## src/rtl/alu_pkg.sv

```systemverilog
// Shared definitions for the sequential ALU: default sizes, opcode map and
// the sequencing state encoding.
package alu_pkg;

   localparam int ALU_WIDTH = 8;
   localparam int ALU_OPW   = 4;

   localparam logic [3:0] OP_ADD = 4'd0;
   localparam logic [3:0] OP_ADC = 4'd1;
   localparam logic [3:0] OP_SUB = 4'd2;
   localparam logic [3:0] OP_SBC = 4'd3;
   localparam logic [3:0] OP_AND = 4'd4;
   localparam logic [3:0] OP_OR  = 4'd5;
   localparam logic [3:0] OP_XOR = 4'd6;
   localparam logic [3:0] OP_NOT = 4'd7;
   localparam logic [3:0] OP_SHL = 4'd8;
   localparam logic [3:0] OP_SHR = 4'd9;
   localparam logic [3:0] OP_ROL = 4'd10;
   localparam logic [3:0] OP_MUL = 4'd11;
   localparam logic [3:0] OP_CMP = 4'd12;

   typedef enum logic [1:0] {
      ST_IDLE  = 2'd0,
      ST_SHIFT = 2'd1,
      ST_MUL   = 2'd2,
      ST_FIN   = 2'd3
   } alu_state_e;

endpackage

```

## src/rtl/alu_unit_if.sv

```systemverilog
// Control-unit <-> ALU bundle: operation launch inputs and the registered
// result/flag outputs that feed the flags register.
interface alu_unit_if
   import alu_pkg::*;
#(
   parameter int WIDTH = ALU_WIDTH,
   parameter int OPW   = ALU_OPW
);

   logic             start;
   logic [OPW-1:0]   op;
   logic [WIDTH-1:0] a;
   logic [WIDTH-1:0] b;
   logic             carry_in;
   logic             busy;
   logic             done;
   logic [WIDTH-1:0] result;
   logic [WIDTH-1:0] result_hi;
   logic             zero_out;
   logic             carry_out;
   logic             overflow_out;
   logic             load_flags;

   modport master (
      output start, op, a, b, carry_in,
      input  busy, done, result, result_hi, zero_out, carry_out, overflow_out, load_flags
   );

   modport slave (
      input  start, op, a, b, carry_in,
      output busy, done, result, result_hi, zero_out, carry_out, overflow_out, load_flags
   );

endinterface

```

## src/rtl/alu_addsub.sv

```systemverilog
// Combinational adder/subtractor with carry-in; carry_o is the borrow when
// subtracting, ovf_o is signed two's-complement overflow.
module alu_addsub #(
   parameter int WIDTH = 8
) (
   input  logic [WIDTH-1:0] a_i,
   input  logic [WIDTH-1:0] b_i,
   input  logic             cin_i,
   input  logic             sub_i,
   output logic [WIDTH-1:0] sum_o,
   output logic             carry_o,
   output logic             ovf_o
);

   logic [WIDTH:0] ext_s;

   // Extended-width add or subtract; bit WIDTH is carry out or borrow.
   always_comb begin
      ext_s = {(WIDTH+1){1'b0}};
      ovf_o = 1'b0;
      if (sub_i) begin
         ext_s = {1'b0, a_i} - {1'b0, b_i} - {{WIDTH{1'b0}}, cin_i};
         ovf_o = (a_i[WIDTH-1] != b_i[WIDTH-1]) && (ext_s[WIDTH-1] != a_i[WIDTH-1]);
      end else begin
         ext_s = {1'b0, a_i} + {1'b0, b_i} + {{WIDTH{1'b0}}, cin_i};
         ovf_o = (a_i[WIDTH-1] == b_i[WIDTH-1]) && (ext_s[WIDTH-1] != a_i[WIDTH-1]);
      end
   end

   assign sum_o   = ext_s[WIDTH-1:0];
   assign carry_o = ext_s[WIDTH];

endmodule

```

## src/rtl/alu_unit.sv

```systemverilog
// Sequential ALU feeding the flags register: single-cycle arithmetic/logic,
// bit-serial shift/rotate and shift-add multiply, all with registered outputs.
module alu_unit
   import alu_pkg::*;
#(
   parameter int WIDTH = ALU_WIDTH,
   parameter int OPW   = ALU_OPW
) (
   input  logic       clk,
   input  logic       reset_n,
   alu_unit_if.slave  bus
);

   localparam int CW = $clog2(WIDTH + 1);

   alu_state_e       state_q;
   logic [3:0]       op_q;
   logic [WIDTH-1:0] work_q;
   logic [WIDTH-1:0] mplr_q;
   logic [WIDTH-1:0] acc_q;
   logic [CW-1:0]    cnt_q;
   logic             busy_q;
   logic             done_q;
   logic             load_flags_q;
   logic [WIDTH-1:0] result_q;
   logic [WIDTH-1:0] result_hi_q;
   logic             zero_q;
   logic             carry_q;
   logic             ovf_q;

   logic             as_sub_s;
   logic             as_cin_s;
   logic [WIDTH-1:0] as_sum_s;
   logic             as_carry_s;
   logic             as_ovf_s;
   logic [WIDTH-1:0] logic_res_s;
   logic [WIDTH-1:0] shift_val_s;
   logic             shift_out_s;
   logic [WIDTH:0]   mul_sum_s;
   logic [WIDTH-1:0] mul_acc_d;
   logic [WIDTH-1:0] mul_plr_d;

   alu_addsub #(.WIDTH(WIDTH)) u_addsub (
      .a_i     (bus.a),
      .b_i     (bus.b),
      .cin_i   (as_cin_s),
      .sub_i   (as_sub_s),
      .sum_o   (as_sum_s),
      .carry_o (as_carry_s),
      .ovf_o   (as_ovf_s)
   );

   // Adder mode: CMP shares the subtract path; only ADC/SBC consume carry_in.
   always_comb begin
      as_sub_s = 1'b0;
      as_cin_s = 1'b0;
      if ((bus.op == OP_SUB) || (bus.op == OP_SBC) || (bus.op == OP_CMP)) begin
         as_sub_s = 1'b1;
      end else begin
         as_sub_s = 1'b0;
      end
      if ((bus.op == OP_ADC) || (bus.op == OP_SBC)) begin
         as_cin_s = bus.carry_in;
      end else begin
         as_cin_s = 1'b0;
      end
   end

   // Bitwise operations on the launch operands.
   always_comb begin
      logic_res_s = {WIDTH{1'b0}};
      case (bus.op)
         OP_AND:  logic_res_s = bus.a & bus.b;
         OP_OR:   logic_res_s = bus.a | bus.b;
         OP_XOR:  logic_res_s = bus.a ^ bus.b;
         OP_NOT:  logic_res_s = ~bus.a;
         default: logic_res_s = {WIDTH{1'b0}};
      endcase
   end

   // One shift/rotate step of the working register and the bit leaving it.
   always_comb begin
      shift_val_s = work_q;
      shift_out_s = 1'b0;
      case (op_q)
         OP_SHL: begin
            shift_val_s = {work_q[WIDTH-2:0], 1'b0};
            shift_out_s = work_q[WIDTH-1];
         end
         OP_SHR: begin
            shift_val_s = {1'b0, work_q[WIDTH-1:1]};
            shift_out_s = work_q[0];
         end
         OP_ROL: begin
            shift_val_s = {work_q[WIDTH-2:0], work_q[WIDTH-1]};
            shift_out_s = work_q[WIDTH-1];
         end
         default: begin
            shift_val_s = work_q;
            shift_out_s = 1'b0;
         end
      endcase
   end

   // Shift-add step: product high half in acc_q, low half migrates into mplr_q.
   always_comb begin
      mul_sum_s = {1'b0, acc_q};
      if (mplr_q[0]) begin
         mul_sum_s = {1'b0, acc_q} + {1'b0, work_q};
      end else begin
         mul_sum_s = {1'b0, acc_q};
      end
      mul_acc_d = mul_sum_s[WIDTH:1];
      mul_plr_d = {mul_sum_s[0], mplr_q[WIDTH-1:1]};
   end

   // Sequencer with registered result, flags and handshake outputs.
   always_ff @(posedge clk or negedge reset_n) begin
      if (!reset_n) begin
         state_q      <= ST_IDLE;
         op_q         <= 4'd0;
         work_q       <= {WIDTH{1'b0}};
         mplr_q       <= {WIDTH{1'b0}};
         acc_q        <= {WIDTH{1'b0}};
         cnt_q        <= {CW{1'b0}};
         busy_q       <= 1'b0;
         done_q       <= 1'b0;
         load_flags_q <= 1'b0;
         result_q     <= {WIDTH{1'b0}};
         result_hi_q  <= {WIDTH{1'b0}};
         zero_q       <= 1'b0;
         carry_q      <= 1'b0;
         ovf_q        <= 1'b0;
      end else begin
         done_q       <= 1'b0;
         load_flags_q <= 1'b0;
         case (state_q)
            ST_IDLE, ST_FIN: begin
               state_q <= ST_IDLE;
               busy_q  <= 1'b0;
               if (bus.start) begin
                  op_q <= bus.op;
                  case (bus.op)
                     OP_ADD, OP_ADC, OP_SUB, OP_SBC: begin
                        result_q     <= as_sum_s;
                        result_hi_q  <= {WIDTH{1'b0}};
                        zero_q       <= (as_sum_s == {WIDTH{1'b0}});
                        carry_q      <= as_carry_s;
                        ovf_q        <= as_ovf_s;
                        done_q       <= 1'b1;
                        load_flags_q <= 1'b1;
                     end
                     OP_CMP: begin
                        zero_q       <= (as_sum_s == {WIDTH{1'b0}});
                        carry_q      <= as_carry_s;
                        ovf_q        <= as_ovf_s;
                        done_q       <= 1'b1;
                        load_flags_q <= 1'b1;
                     end
                     OP_AND, OP_OR, OP_XOR, OP_NOT: begin
                        result_q     <= logic_res_s;
                        result_hi_q  <= {WIDTH{1'b0}};
                        zero_q       <= (logic_res_s == {WIDTH{1'b0}});
                        carry_q      <= 1'b0;
                        ovf_q        <= 1'b0;
                        done_q       <= 1'b1;
                        load_flags_q <= 1'b1;
                     end
                     OP_SHL, OP_SHR, OP_ROL: begin
                        if (bus.b[2:0] == 3'd0) begin
                           result_q     <= bus.a;
                           result_hi_q  <= {WIDTH{1'b0}};
                           zero_q       <= (bus.a == {WIDTH{1'b0}});
                           carry_q      <= 1'b0;
                           ovf_q        <= 1'b0;
                           done_q       <= 1'b1;
                           load_flags_q <= 1'b1;
                        end else begin
                           state_q <= ST_SHIFT;
                           busy_q  <= 1'b1;
                           work_q  <= bus.a;
                           cnt_q   <= CW'(bus.b[2:0]);
                        end
                     end
                     OP_MUL: begin
                        state_q <= ST_MUL;
                        busy_q  <= 1'b1;
                        work_q  <= bus.a;
                        mplr_q  <= bus.b;
                        acc_q   <= {WIDTH{1'b0}};
                        cnt_q   <= CW'(WIDTH);
                     end
                     default: begin
                        // Reserved opcode: acknowledge without touching flags.
                        done_q <= 1'b1;
                     end
                  endcase
               end else begin
                  op_q <= op_q;
               end
            end
            ST_SHIFT: begin
               work_q <= shift_val_s;
               cnt_q  <= cnt_q - CW'(1);
               if (cnt_q == CW'(1)) begin
                  state_q      <= ST_FIN;
                  busy_q       <= 1'b0;
                  result_q     <= shift_val_s;
                  result_hi_q  <= {WIDTH{1'b0}};
                  zero_q       <= (shift_val_s == {WIDTH{1'b0}});
                  carry_q      <= shift_out_s;
                  ovf_q        <= 1'b0;
                  done_q       <= 1'b1;
                  load_flags_q <= 1'b1;
               end else begin
                  state_q <= ST_SHIFT;
               end
            end
            ST_MUL: begin
               acc_q  <= mul_acc_d;
               mplr_q <= mul_plr_d;
               cnt_q  <= cnt_q - CW'(1);
               if (cnt_q == CW'(1)) begin
                  state_q      <= ST_FIN;
                  busy_q       <= 1'b0;
                  result_q     <= mul_plr_d;
                  result_hi_q  <= mul_acc_d;
                  zero_q       <= ({mul_acc_d, mul_plr_d} == {(2*WIDTH){1'b0}});
                  carry_q      <= (mul_acc_d != {WIDTH{1'b0}});
                  ovf_q        <= (mul_acc_d != {WIDTH{1'b0}});
                  done_q       <= 1'b1;
                  load_flags_q <= 1'b1;
               end else begin
                  state_q <= ST_MUL;
               end
            end
            default: begin
               state_q <= ST_IDLE;
               busy_q  <= 1'b0;
            end
         endcase
      end
   end

   assign bus.busy         = busy_q;
   assign bus.done         = done_q;
   assign bus.load_flags   = load_flags_q;
   assign bus.result       = result_q;
   assign bus.result_hi    = result_hi_q;
   assign bus.zero_out     = zero_q;
   assign bus.carry_out    = carry_q;
   assign bus.overflow_out = ovf_q;

endmodule

```

## src/flat_wrapper.sv

```systemverilog
// flat-port wrapper written by rule: the top's interface ports become plain ports
module alu_unit_flat import alu_pkg::*;
#(
   parameter int WIDTH = ALU_WIDTH,
   parameter int OPW   = ALU_OPW
)
  (clk, reset_n, bus_start, bus_op, bus_a, bus_b, bus_carry_in, bus_busy, bus_done, bus_result, bus_result_hi, bus_zero_out, bus_carry_out, bus_overflow_out, bus_load_flags);
  alu_unit_if #(.WIDTH(WIDTH), .OPW(OPW)) bus_i ();
  input  logic clk;
  input  logic reset_n;
  input wire logic [$bits(bus_i.start)-1:0] bus_start;
  input wire logic [$bits(bus_i.op)-1:0] bus_op;
  input wire logic [$bits(bus_i.a)-1:0] bus_a;
  input wire logic [$bits(bus_i.b)-1:0] bus_b;
  input wire logic [$bits(bus_i.carry_in)-1:0] bus_carry_in;
  output wire logic [$bits(bus_i.busy)-1:0] bus_busy;
  output wire logic [$bits(bus_i.done)-1:0] bus_done;
  output wire logic [$bits(bus_i.result)-1:0] bus_result;
  output wire logic [$bits(bus_i.result_hi)-1:0] bus_result_hi;
  output wire logic [$bits(bus_i.zero_out)-1:0] bus_zero_out;
  output wire logic [$bits(bus_i.carry_out)-1:0] bus_carry_out;
  output wire logic [$bits(bus_i.overflow_out)-1:0] bus_overflow_out;
  output wire logic [$bits(bus_i.load_flags)-1:0] bus_load_flags;
  assign bus_i.start = bus_start;
  assign bus_i.op = bus_op;
  assign bus_i.a = bus_a;
  assign bus_i.b = bus_b;
  assign bus_i.carry_in = bus_carry_in;
  assign bus_busy = bus_i.busy;
  assign bus_done = bus_i.done;
  assign bus_result = bus_i.result;
  assign bus_result_hi = bus_i.result_hi;
  assign bus_zero_out = bus_i.zero_out;
  assign bus_carry_out = bus_i.carry_out;
  assign bus_overflow_out = bus_i.overflow_out;
  assign bus_load_flags = bus_i.load_flags;
  alu_unit #(.WIDTH(WIDTH), .OPW(OPW)) u_core (.clk(clk), .reset_n(reset_n), .bus(bus_i));
endmodule
```

## config.mk

```make
export PLATFORM = sky130hd
export DESIGN_NAME = alu_unit_flat
export DESIGN_NICKNAME = d
export VERILOG_FILES = /design/src/rtl/alu_pkg.sv /design/src/rtl/alu_unit_if.sv /design/src/rtl/alu_addsub.sv /design/src/rtl/alu_unit.sv /design/src/flat_wrapper.sv
export SDC_FILE = /design/constraint.sdc
export NUM_CORES = 1
export LEC_CHECK = 0
export ABC_CLOCK_PERIOD_IN_PS = 2370
export BUFFER_PORTS_ARGS = -buffer_cell sky130_fd_sc_hd__clkbuf_2
export CORE_MARGIN = 4
export CORE_UTILIZATION = 40
export CTS_CLUSTER_DIAMETER = 50
export DETAILED_ROUTE_END_ITERATION = 8
export SLEW_MARGIN = 20
export SYNTH_ARGS = -nofsm -noshare
export SYNTH_HDL_FRONTEND = slang
export SYNTH_SLANG_ARGS = --single-unit
```

## constraint.sdc

```tcl
create_clock -name clk -period 2.37 [get_ports clk]
set_input_delay 0.1185 -clock clk [delete_from_list [all_inputs] [get_ports clk]]
set_output_delay 0.1185 -clock clk [all_outputs]
set_load 0.05 [all_outputs]
```

Word-level counts from Yosys, hierarchy flattened
Cells that the tools add are included.
- output and inout bits: 22
- logic and storage cells: 158
- bits in registers: 56
- add/sub/neg operators: 6
- bitwise operators: 4
- muxes and demuxes: 68
- reduce and logical (&&, ||, !) cells: 32
- equal/unequal tests: 34
- operator list (cell ; number):
    two-way mux 8 bit ; 14
    one-hot mux 8 bit (3 select lines) ; 4
    one-hot mux 8 bit (2 select lines) ; 5
    equality test 4 bit (second input constant) ; 8
    zero test 8 bit ; 4
    one-hot mux 8 bit (4 select lines) ; 1
    two-way mux 1 bit ; 21
    adder 8 x 8 -> 9 bit ; 2
    two-way mux 9 bit ; 2
    one-hot mux 1 bit (3 select lines) ; 6
    equality test 4 x 3 -> 1 bit (second input constant) ; 4
    zero test 16 bit ; 1
    one-hot mux 4 bit (2 select lines) ; 2
    AND reduction 5 bit ; 3
    one-hot mux 1 bit (2 select lines) ; 7
    adder 9 x 1 -> 9 bit ; 1
    != test 3 bit (second input constant) ; 3
    OR reduction 9 bit ; 1
    subtractor 8 x 8 -> 9 bit ; 1
    subtractor 9 x 1 -> 9 bit ; 1
    AND 8 bit ; 1
    equality test 4 x 1 -> 1 bit (second input constant) ; 2
    equality test 4 x 2 -> 1 bit (second input constant) ; 2
    two-way mux 4 bit ; 2
    other kinds (30) ; 46

Logic depth before layout (Yosys ltp)
Gate-level depths: netlist (run 1).
- word-level depth: 10
- depth in mapped cells: 15
- depth with buffers taken out: 13

Cells and area by module
From an unflattened synthesis (run 1), not the netlist that was laid out.
- cells, all modules: 678
- area total of the unflattened synthesis: 5417.7 µm²
- modules (own cells, without submodules) (module ; sequential area each (µm²) ; cells an instance ; area each (µm²) ; times used):
    alu_unit ; 1401.3 ; 537 ; 4399.2 ; 1
    alu_addsub ; 0.0 ; 141 ; 1018.5 ; 1

Least setup slack after synthesis (run 1)
No wires, ideal clock.
- path kind: input -> register
- from: input bus_op[0]
- to: register u_core.carry_q (netlist: u_core.bus.carry_out)
- arrival: 2.783 ns
- cell stages on the path: 15
- library setup time: 0.126 ns
- path slack: -0.539 ns
- path through: buf_4 buf_2 buf_2 nand3_1 inv_1 fa_1 inv_1 fa_1 o21a_1 o221a_2 a21o_1 a21oi_1 xor2_1 o211a_1 o32a_1
- word-level cells in the longest chain between the ends: 8
- elaborated cells on any way between the ends: 29
- ends and longest elaborated chain (element ; RTL line ; RTL):
    start, declared ; flat_wrapper.sv:12 ; input wire logic [$bits(bus_i.op)-1:0] bus_op;
    equality test 4 x 1 -> 1 bit, or another cell as far along ; alu_unit.sv:62, alu_unit.sv:143 ;
    logical OR 1 bit (on tied branches) ; alu_unit.sv:62, alu_unit.sv:57 ;
    two-way mux 1 bit / logical OR 1 bit (equally long branches) ; alu_unit.sv:62, alu_unit.sv:57 ;
    adder 9 x 1 -> 9 bit, or another cell as far along ; alu_addsub.sv:25 ; ext_s = {1'b0, a_i} + {1'b0, b_i} + {{WIDTH{1'b0}}, cin_i};
    two-way mux 9 bit ; alu_addsub.sv:21 ; if (sub_i) begin
    one-hot mux 1 bit (3 select lines) ; alu_unit.sv:143 ; case (bus.op)
    two-way mux 1 bit ; alu_unit.sv:141 ; if (bus.start) begin
    one-hot mux 1 bit (3 select lines) ; alu_unit.sv:137 ; case (state_q)
    end signal, assigned ; alu_unit.sv:148 ; carry_q <= as_carry_s;
    end signal, assigned ; alu_unit.sv:155 ; carry_q <= as_carry_s;
    end signal, assigned ; alu_unit.sv:211 ; carry_q <= shift_out_s;
    end, declared ; alu_unit.sv:28 ; logic carry_q;
Parallel ways exist; a longest one is shown, timed or not. The select of a mux whose other input is x is not followed.
A chain may end at the register's enable or synchronous reset.

Final worst setup path (run 1)
- from: register u_core.work_q[0]
- to: register u_core.carry_q (netlist: u_core.bus.carry_out)
- word-level cells in the longest chain between the ends: 5
- elaborated cells on any way between the ends: 7
- ends and longest elaborated chain (element ; RTL line ; RTL):
    start, declared ; alu_unit.sv:18 ; logic [WIDTH-1:0] work_q;
    start signal, assigned ; alu_unit.sv:122 ; work_q <= {WIDTH{1'b0}};
    start signal, assigned ; alu_unit.sv:181 ; work_q <= bus.a;
    start signal, assigned ; alu_unit.sv:188 ; work_q <= bus.a;
    adder 8 x 8 -> 9 bit ; alu_unit.sv:109 ; mul_sum_s = {1'b0, acc_q} + {1'b0, work_q};
    two-way mux 9 bit ; alu_unit.sv:108 ; if (mplr_q[0]) begin
    nonzero test 8 bit ; alu_unit.sv:229 ; carry_q <= (mul_acc_d != {WIDTH{1'b0}});
    two-way mux 1 bit ; alu_unit.sv:223 ; if (cnt_q == CW'(1)) begin
    one-hot mux 1 bit (3 select lines) * ; alu_unit.sv:137 ;
    end signal, assigned ; alu_unit.sv:148 ;
    end signal, assigned ; alu_unit.sv:155 ;
    end signal, assigned ; alu_unit.sv:229 ;
Mark *: on every way between the ends. The rest lies on a longest branch, timed or not. The select of a mux whose other input is x is not followed.

==> flow_summary.toml, run 1 <==
[die]
initial_core_util_pct = 41.29
io_pins = 46
dieArea_mm2 = 0.01441
num_rows = 40
die_x_um = 120.0
core_mm2 = 0.01216
die_h_um = 120.0

[synth]
synth_xor_area_share_pct = 2.093
yosysSeqAreaShare_pct = 27.91
synth_fp_nets = 657
synth.area.mux_share_pct = 7.650
synth_top_family_by_area = "compound AO/OA/AOI/OAI gates"
ys_seq_elements = 56
synth_compound_area_share_pct = 25.52
avgSynthCellArea_um2 = 8.568
yosys_warnings = 0
synth_ff_type = "dfrtp_1"
yosys.area_share.simple_pct = 18.07
async_reset_ff_share_pct = 100.0
netlist_area_mm2 = 0.005021
ys_types = 76
synthAdderAreaFrac_pct = 12.66
synth_cells = 586
synth_edf_count = 0

[detailed_routing]
vias = 4866
drtAntennaViolNets = 0
drcViolationCount = 0
avgRoutedWirePerCell_um = 17.77
wl_um = 15390
firstDrtPassIters = 5
drt_iter0_drc = 389
avgViaCountPerCell = 5.619

[grt]
grt_pass1_vias = 4681
antenna_found_initial = 0
grtUsageTotal_pct = 21.21
grt_first_pass_wirelength_um = 24720
grt_overflow = 0
grt_max_degree = 57

[setup_path]
startpoint_type = "flip-flop"
crit_path_end_kind = "flip-flop"
cp.arrival_ns = 2.78
cp_cell_sequence = "ha_4, fa_2, a211o_1, a21oi_2, o221ai_2, o31ai_2, o2111a_2, o21ai_2, o32a_1"
slowest_stage = "dfrtp_1"
cp.required_ns = 2.55
slowest_delay_ns = 0.41
worst-path-max-fanout = 3
worstSetupPathType = "flip-flop to flip-flop"

[cts]
clock_sinks = 56
cts_buffers = 5
path_clk_slew_ns = 0.07
cts-root-buf = "clkbuf_16"
h-tree-depth = 2
clk_latency_ns = 0.29
clock_tree.buffer_depth = 2
cts_tree = "done"

[timing]
finClkSkew_ns = 0.007316
worst_slew_pin_slew_ns = 0.6335
setup_viol = 3
tns_ns = -0.5369
clock.fmax_mhz = 385.4
whs_ns = 0.1618
timing.final.crit_share_pct = 109.5
final_max_slew_viol_count = 0
rsz0062_at_grt = "true"
fin_ws_ns = -0.2248
max_slew_margin_pct = 57.37
final_hold_viol_count = 0
period_minus_slack_ns = 2.595

[power]
leakage_nw = 2.833
p_total_mw = 4.071
power_density_mw_per_mm2 = 648.4
ir_drop_uv = 320.8

[placed_design]
hpwl_um = 12270
place_congestion = 0.9460
port_buffers = 45
pre_cts_ws_ns = -0.4741

[run_status]
violations = "negative setup slack"
status = "finished, violations left"

[final_layout]
drive_gt1_share_pct = 28.65
num_antenna_cells = 0
nNetsFinal = 768
area.growth.synth_to_final_pct = 25.04

[min_path]
hold_class = "input port to flip-flop"

[job]
drv_cap = 0
## per-stage QoR
stage               util, %  instance area (µm²)  cells
floorplan                 -                 5107    586
global placement      49.40                 6008    854
detailed placement    49.40                 6008    854
CTS                   50.94                 6195    865
global route          51.63                 6279    866
finish                51.63                 6279    866
## registers in the layout, summed over array words and instances, names as in the netlist
name / cells
u_core.bus.busy: 1
u_core.acc_q: 8
u_core.state_q: 2
u_core.bus.carry_out: 1
u_core.cnt_q: 4
u_core.bus.zero_out: 1
u_core.bus.done: 1
u_core.bus.result: 8
u_core.op_q: 4
u_core.bus.result_hi: 8
u_core.work_q: 8
u_core.bus.load_flags: 1
u_core.mplr_q: 8
u_core.bus.overflow_out: 1
## kinds of logic (layout without fill, tap and decap cells)
group | after synthesis | count (layout)
AO/OA/AOI/OAI | 186 | 186
buffers and inverters | 70 | 182
AND/OR/NAND/NOR | 182 | 182
XOR/XNOR | 12 | 12
adder cells (fa/ha/maj) | 48 | 48
flip-flops | 56 | 56
multiplexers | 32 | 32
## metal layers
metal	track usage (%)	vias up	routed length [µm]
met1	28.40	2330	6806
met5	0	-	0
met3	2.451	15	789
li1	-	2364	-
met4	4.868	0	224
met2	36.67	157	7569
## worst max-delay path, delay by kind of cell, from the launching register on
family,cells,cell delay [ns]
fa+ha+maj,2,0.59
flops,1,0.41
compound gates,7,1.48
## cells in the final DEF, fill, tap and decap left out, types with 12 or more instances in the layout
cell / n
a21oi_1: 40
buf_4: 86
clkbuf_2: 45
dfrtp_1: 55
ha_1: 38
inv_1: 41
mux2i_1: 17
nand2_1: 55
nor2_1: 48
nor3_1: 13
o21ai_0: 30
or3_1: 12
## report_power, final
part | total [mW] | internal (mW) | switching [mW]
sequential | 1.32 | 1.14 | 0.179
clock | 0.743 | 0.395 | 0.348
combinational | 2.01 | 0.821 | 1.19
## layout make-up
type | instances | area, µm²
repair buffers | 133 | 900.9
flip-flops and latches | 56 | 1403
multi-input cells | 460 | 3468
inverters | 41 | 153.9
well taps | 168 | 210.2
clock inverters | 2 | 13.76
clock buffers | 6 | 128.9
fillers | 1152 | 5883
## path summary, 6_finish.rpt
check,start,endpoint,slack (ns),depth (start not counted)
worst min-delay path,bus_start,u_core.cnt_q[0],0.16,3
worst max register to register,u_core.work_q[0],u_core.bus.carry_out,-0.22,9
min in group asynchronous,reset_n,u_core.bus.result_hi[4],0.38,3
worst min register to register,u_core.bus.result[4],u_core.bus.result[4],0.48,1
worst max-delay path,u_core.work_q[0],u_core.bus.carry_out,-0.22,9
max in group asynchronous,reset_n,u_core.acc_q[1],1.73,3
## repair_timing
action                                  in CTS  in global routing
hold buffers                                 1                  0
gates resized for setup                      6                 20
endpoints found under the hold margin       56                  0
pin swaps                                    7                 11
buffers inserted                             2                  1
endpoints found under the setup margin       5                 20
## cells in the mapped netlist, drive strengths merged (11+ instances only)
cell type,n,area share [%]
clkbuf,15,1.1
mux2,11,2.5
or3,12,1.5
mux2i,17,3.4
ha,42,10
dfrtp,56,28
o31ai,11,1.8
nor3,14,1.5
nand2,55,4.1
buf,14,1.9
inv,41,3.1
nand3,11,1.1
a211oi,14,2.6
a21oi,44,4.6
nor2,50,3.8
o21ai,44,4.4
Power figures use the tool's default switching activity.
==> inputs of run 2 (changes only) <==
ABC_CLOCK_PERIOD_IN_PS = 2100   (was 2370)
clock period = 2.1 ns   (was 2.37 ns; I/O delays follow)
==> run 2 against run 1 <==
The flow still finishes with violations (negative setup slack). Total power up 21%. Core utilization up 4.4 points. Combinational power up 28%. Global-route usage up 1.7 points. Largest cell class unchanged.
==> flow_summary.toml, run 2 (synthesized netlist as in run 1, its figures left out) <==
[power]
power_density_mw_per_mm2 = 723.1
p_total_mw = 4.928
ir_drop_uv = 426.2
leakage_nw = 3.093

[job]
drv_cap = 0

[timing]
rsz0062_at_grt = "true"
final_hold_viol_count = 0
clock.fmax_mhz = 369.8
final_max_slew_viol_count = 0
fin_ws_ns = -0.6040
worst_slew_pin_slew_ns = 0.7416
setup_viol = 17
max_slew_margin_pct = 50.56
period_minus_slack_ns = 2.704
whs_ns = 0.1353
finClkSkew_ns = 0.01038
timing.final.crit_share_pct = 128.8

[grt]
antenna_found_initial = 0
grt_max_degree = 57
grt_overflow = 0
grtUsageTotal_pct = 22.88
grt_first_pass_wirelength_um = 26800
grt_pass1_vias = 5170

[placed_design]
port_buffers = 45
hpwl_um = 12820
place_congestion = 0.9778
placed_cell_area_mm2 = 0.006344

[cts]
clock_tree.buffer_depth = 2
h-tree-depth = 2
cts_buffers = 5
path_clk_slew_ns = 0.08
clock_sinks = 56
cts_tree = "done"
cts-root-buf = "clkbuf_16"
clk_latency_ns = 0.30

[setup_path]
path_buf_inv = 0
cp.arrival_ns = 2.90
cp_cell_sequence = "ha_2, fa_2, a211o_1, a21oi_2, o221ai_2, o31ai_2, o2111a_2, o21ai_2, o32a_1"
rr_worst_depth = 9
cp.required_ns = 2.30
worstSetupPathType = "flip-flop to flip-flop"
critPathTopFamily = "compound AO/OA/AOI/OAI gates"
slowest_stage = "dfrtp_1"
crit_path_end_kind = "flip-flop"
slowest_delay_ns = 0.40
crit_cells = 9
worst-path-max-fanout = 3
startpoint_type = "flip-flop"

[die]
initial_core_util_pct = 41.29
io_pins = 46
die_h_um = 120.0
core_mm2 = 0.01216
num_rows = 40
dieArea_mm2 = 0.01441
die_x_um = 120.0

[run_status]
status = "finished, violations left"
violations = "negative setup slack"

[detailed_routing]
vias = 5117
avgRoutedWirePerCell_um = 17.96
wl_um = 16400
drcViolationCount = 0
avgViaCountPerCell = 5.605
drtAntennaViolNets = 0
firstDrtPassIters = 6
drt_iter0_drc = 397

[final_layout]
final_common_cell = "buf_4"
num_antenna_cells = 0
area.growth.synth_to_final_pct = 35.73
nNetsFinal = 815
drive_gt1_share_pct = 36.38
mostFrequentLayoutCells = "buf_4 (131), dfrtp_1 (55), nand2_1 (54)"
final_area_mm2 = 0.006815

[min_path]
hold_class = "input port to flip-flop"
holdPathStages = 3
-- run 2: changes by cell type in the layout (fill, tap and decap cells not counted), moves of 4 or more --
cell	previous run	this run
buf_4	86	131
o21ai_0	30	25
nor2_1	48	44
ha_4	1	5
nor2_2	1	5
buf_6	0	4
-- run 2: through the flow --
step	TNS (ns)	std cells	utilization, %	worst slack [ns]
after CTS	-2.839	908	54.70	-0.5123
after detailed placement	-5.944	895	52.16	-0.6047
after floorplan	-2.660	586	-	-0.4915
after global placement	-5.287	895	52.16	-0.5482
after global routing	-5.265	913	56.04	-0.6767
final	-3.694	913	56.04	-0.6040
-- run 2: path summary, 6_finish.rpt --
check	from	end	slack (ns)
hold / removal	bus_start	u_core.cnt_q[0]	0.14
hold reg to reg	u_core.bus.result[1]	u_core.bus.result[1]	0.48
min in group asynchronous	reset_n	u_core.acc_q[3]	0.49
setup reg to reg	u_core.acc_q[0]	u_core.bus.carry_out	-0.60
max in group asynchronous	reset_n	u_core.acc_q[1]	1.10
setup / recovery	u_core.acc_q[0]	u_core.bus.carry_out	-0.60
-- run 2: report_power, final --
part	total (mW)	switching (mW)	internal [mW]
combinational	2.57	1.46	1.10
clock	0.884	0.430	0.454
sequential	1.48	0.192	1.29
-- run 2: worst register-to-register path: stages (launching register included) --
cell,delay [ns]
dfrtp_1,0.40
ha_2,0.20
fa_2,0.39
a211o_1,0.34
a21oi_2,0.20
o221ai_2,0.14
o31ai_2,0.26
o2111a_2,0.29
o21ai_2,0.06
o32a_1,0.33
-- run 2: what timing repair did --
| action | 4_1_cts | 5_1_grt |
|---|---|---|
| endpoints found under the setup margin | 23 | 27 |
| setup buffers | 4 | 6 |
| cloned | 0 | 0 |
| pin swaps | 17 | 28 |
| hold buffers | 1 | 0 |
| gates resized for setup | 27 | 36 |
| hold endpoints to repair | 56 | 0 |
-- run 2: layer usage --
| layer | GRT usage (%) | up-vias | part of all wire [%] | wire [µm] |
|---|---|---|---|---|
| li1 | - | 2458 | - | - |
| met1 | 30.80 | 2434 | 44 | 7133 |
| met2 | 38.67 | 194 | 48 | 7904 |
| met4 | 5.941 | 0 | 2.4 | 400 |
| met5 | 0 | - | 0 | 0 |
| met3 | 3.110 | 31 | 5.8 | 959 |
-- run 2: final cells by class --
cell class | count | area [µm²]
clock buffer | 5 | 125.1
clock inverter | 3 | 27.53
fill | 1093 | 5346
inverter | 41 | 153.9
multi-input combinational | 460 | 3622
sequential | 56 | 1403
tap | 168 | 210.2
timing repair buffer | 180 | 1274
==> inputs of run 3 (changes only) <==
ABC_CLOCK_PERIOD_IN_PS = 2340   (was 2100)
clock period = 2.34 ns   (was 2.1 ns; I/O delays follow)
==> run 3 against run 2 <==
The flow still finishes with violations (negative setup slack). Sequential share of layout area grew 1.2 points. Register-to-register slack gained 0.31 ns. Critical path depth is the same. Final area shrank 5.3%. Non-clock buffer count shrank 33. Hold slack gained 0.046 ns. Total power shrank 13%. Die area is the same. Critical endpoint unchanged. Largest power group unchanged.
==> flow_summary.toml, run 3 (synthesized netlist as in run 1, its figures left out) <==
[placed_design]
placed_cell_area_mm2 = 0.006076
place_congestion = 0.9841
hpwl_um = 12370
port_buffers = 45
placed_cells = 863

[detailed_routing]
vias = 4973
drtAntennaViolNets = 0
firstDrtPassIters = 5
wl_um = 15560
drcViolationCount = 0
avgViaCountPerCell = 5.651
avgRoutedWirePerCell_um = 17.68
drt_iter0_drc = 405

[die]
dieArea_mm2 = 0.01441
core_mm2 = 0.01216
die_h_um = 120.0
die_x_um = 120.0
initial_core_util_pct = 41.29
io_pins = 46
num_rows = 40

[min_path]
hold_class = "input port to flip-flop"

[cts]
clock_tree.buffer_depth = 2
clock_sinks = 56
cts_tree = "done"
cts-root-buf = "clkbuf_16"
cts_buffers = 5
h-tree-depth = 2
path_clk_slew_ns = 0.07
clk_latency_ns = 0.30

[final_layout]
final_common_cell = "buf_4"
multiInputGateArea_mm2 = 0.003513
fillers = 1147
nNetsFinal = 782
drive_gt1_share_pct = 30.90
final_area_mm2 = 0.006454
area.growth.synth_to_final_pct = 28.53
final_util_pct = 53.07
num_antenna_cells = 0
mostFrequentLayoutCells = "buf_4 (100), nand2_1 (55), dfrtp_1 (55)"
final_cells = 880
seq_area_mm2 = 0.001403

[setup_path]
cp.arrival_ns = 2.82
crit_path_end_kind = "flip-flop"
worst-path-max-fanout = 3
startpoint_type = "flip-flop"
cp.required_ns = 2.53
worstSetupPathType = "flip-flop to flip-flop"
reg2reg_slack_ns = -0.29

[grt]
grt_pass1_vias = 5004
grtUsageTotal_pct = 22.01
grt_max_degree = 57
grt_overflow = 0
grt_first_pass_wirelength_um = 25730
antenna_found_initial = 0

[timing]
max_slew_margin_pct = 56.86
final_hold_viol_count = 0
final_max_slew_viol_count = 0
clock.fmax_mhz = 379.6
fin_ws_ns = -0.2943
setup_viol = 5
worst_slew_pin_slew_ns = 0.6308
timing.final.crit_share_pct = 112.6
rsz0062_at_grt = "true"
period_minus_slack_ns = 2.634
finClkSkew_ns = 0.003353

[job]
drv_cap = 0

[power]
ir_drop_uv = 408.0
power_density_mw_per_mm2 = 667.7
leakage_nw = 2.919

[run_status]
violations = "negative setup slack"
status = "finished, violations left"
[run 3: timing repair]
| action | CTS | global route |
|---|---|---|
| setup buffers | 2 | 6 |
| endpoints found under the setup margin | 7 | 18 |
| pin swaps | 7 | 24 |
| hold buffers | 1 | 0 |
| resized for setup | 11 | 21 |
| endpoints found under the hold margin | 56 | 0 |
[run 3: where the power goes]
part           internal [mW]  switching [mW]
clock                  0.504           0.364
sequential              1.15           0.173
combinational          0.872            1.24
total                   2.53            1.78
[run 3: layout make-up]
class	instances	share of cell area, %
clock inverters	3	0.6592
flip-flops and latches	56	21.73
multi-input cells	460	54.44
inverters	41	2.385
clock buffers	5	1.939
repair buffers	147	15.59
well taps	168	3.257
[run 3: critical path, cell delays in order (launching register included)]
cell and delay (ns):
dfrtp_1 0.39, ha_2 0.20, fa_2 0.37, a211o_1 0.31, a21oi_2 0.16, o221ai_1 0.15
o31ai_1 0.23, o2111a_2 0.28, o21ai_2 0.07, o32a_1 0.35
[run 3: path summary, 6_finish.rpt]
check                                   startpoint                       to  cells after the start
max                                u_core.acc_q[0]     u_core.bus.carry_out                      9
min                                      bus_start          u_core.cnt_q[0]                      3
max reg2reg                        u_core.acc_q[0]     u_core.bus.carry_out                      9
min reg2reg                u_core.bus.result_hi[2]  u_core.bus.result_hi[2]                      2
max in group asynchronous                  reset_n         u_core.work_q[1]                      3
min in group asynchronous                  reset_n          u_core.acc_q[4]                      3
[run 3: routing by layer]
metal	share of wire (%)	track usage [%]	up-vias
met3	4.0	2.922	24
met5	0	0	-
met1	45	29.48	2404
met2	49	37.02	146
li1	-	-	2399
met4	2.1	6.514	0
[run 3: per-stage QoR]
stage	setup TNS (ns)	hold WS (ns)	total power, mW	setup slack, ns
2_1_floorplan	-1.044	-0.1786	2.600	-0.2635
3_3_place_gp	-2.520	0.1464	3.280	-0.4089
3_5_place_dp	-3.460	0.1481	3.326	-0.5226
4_1_cts	-0.8751	0.1677	4.230	-0.3562
5_1_grt	-1.571	0.1946	4.591	-0.3734
6_report	-0.8661	0.1814	4.309	-0.2943
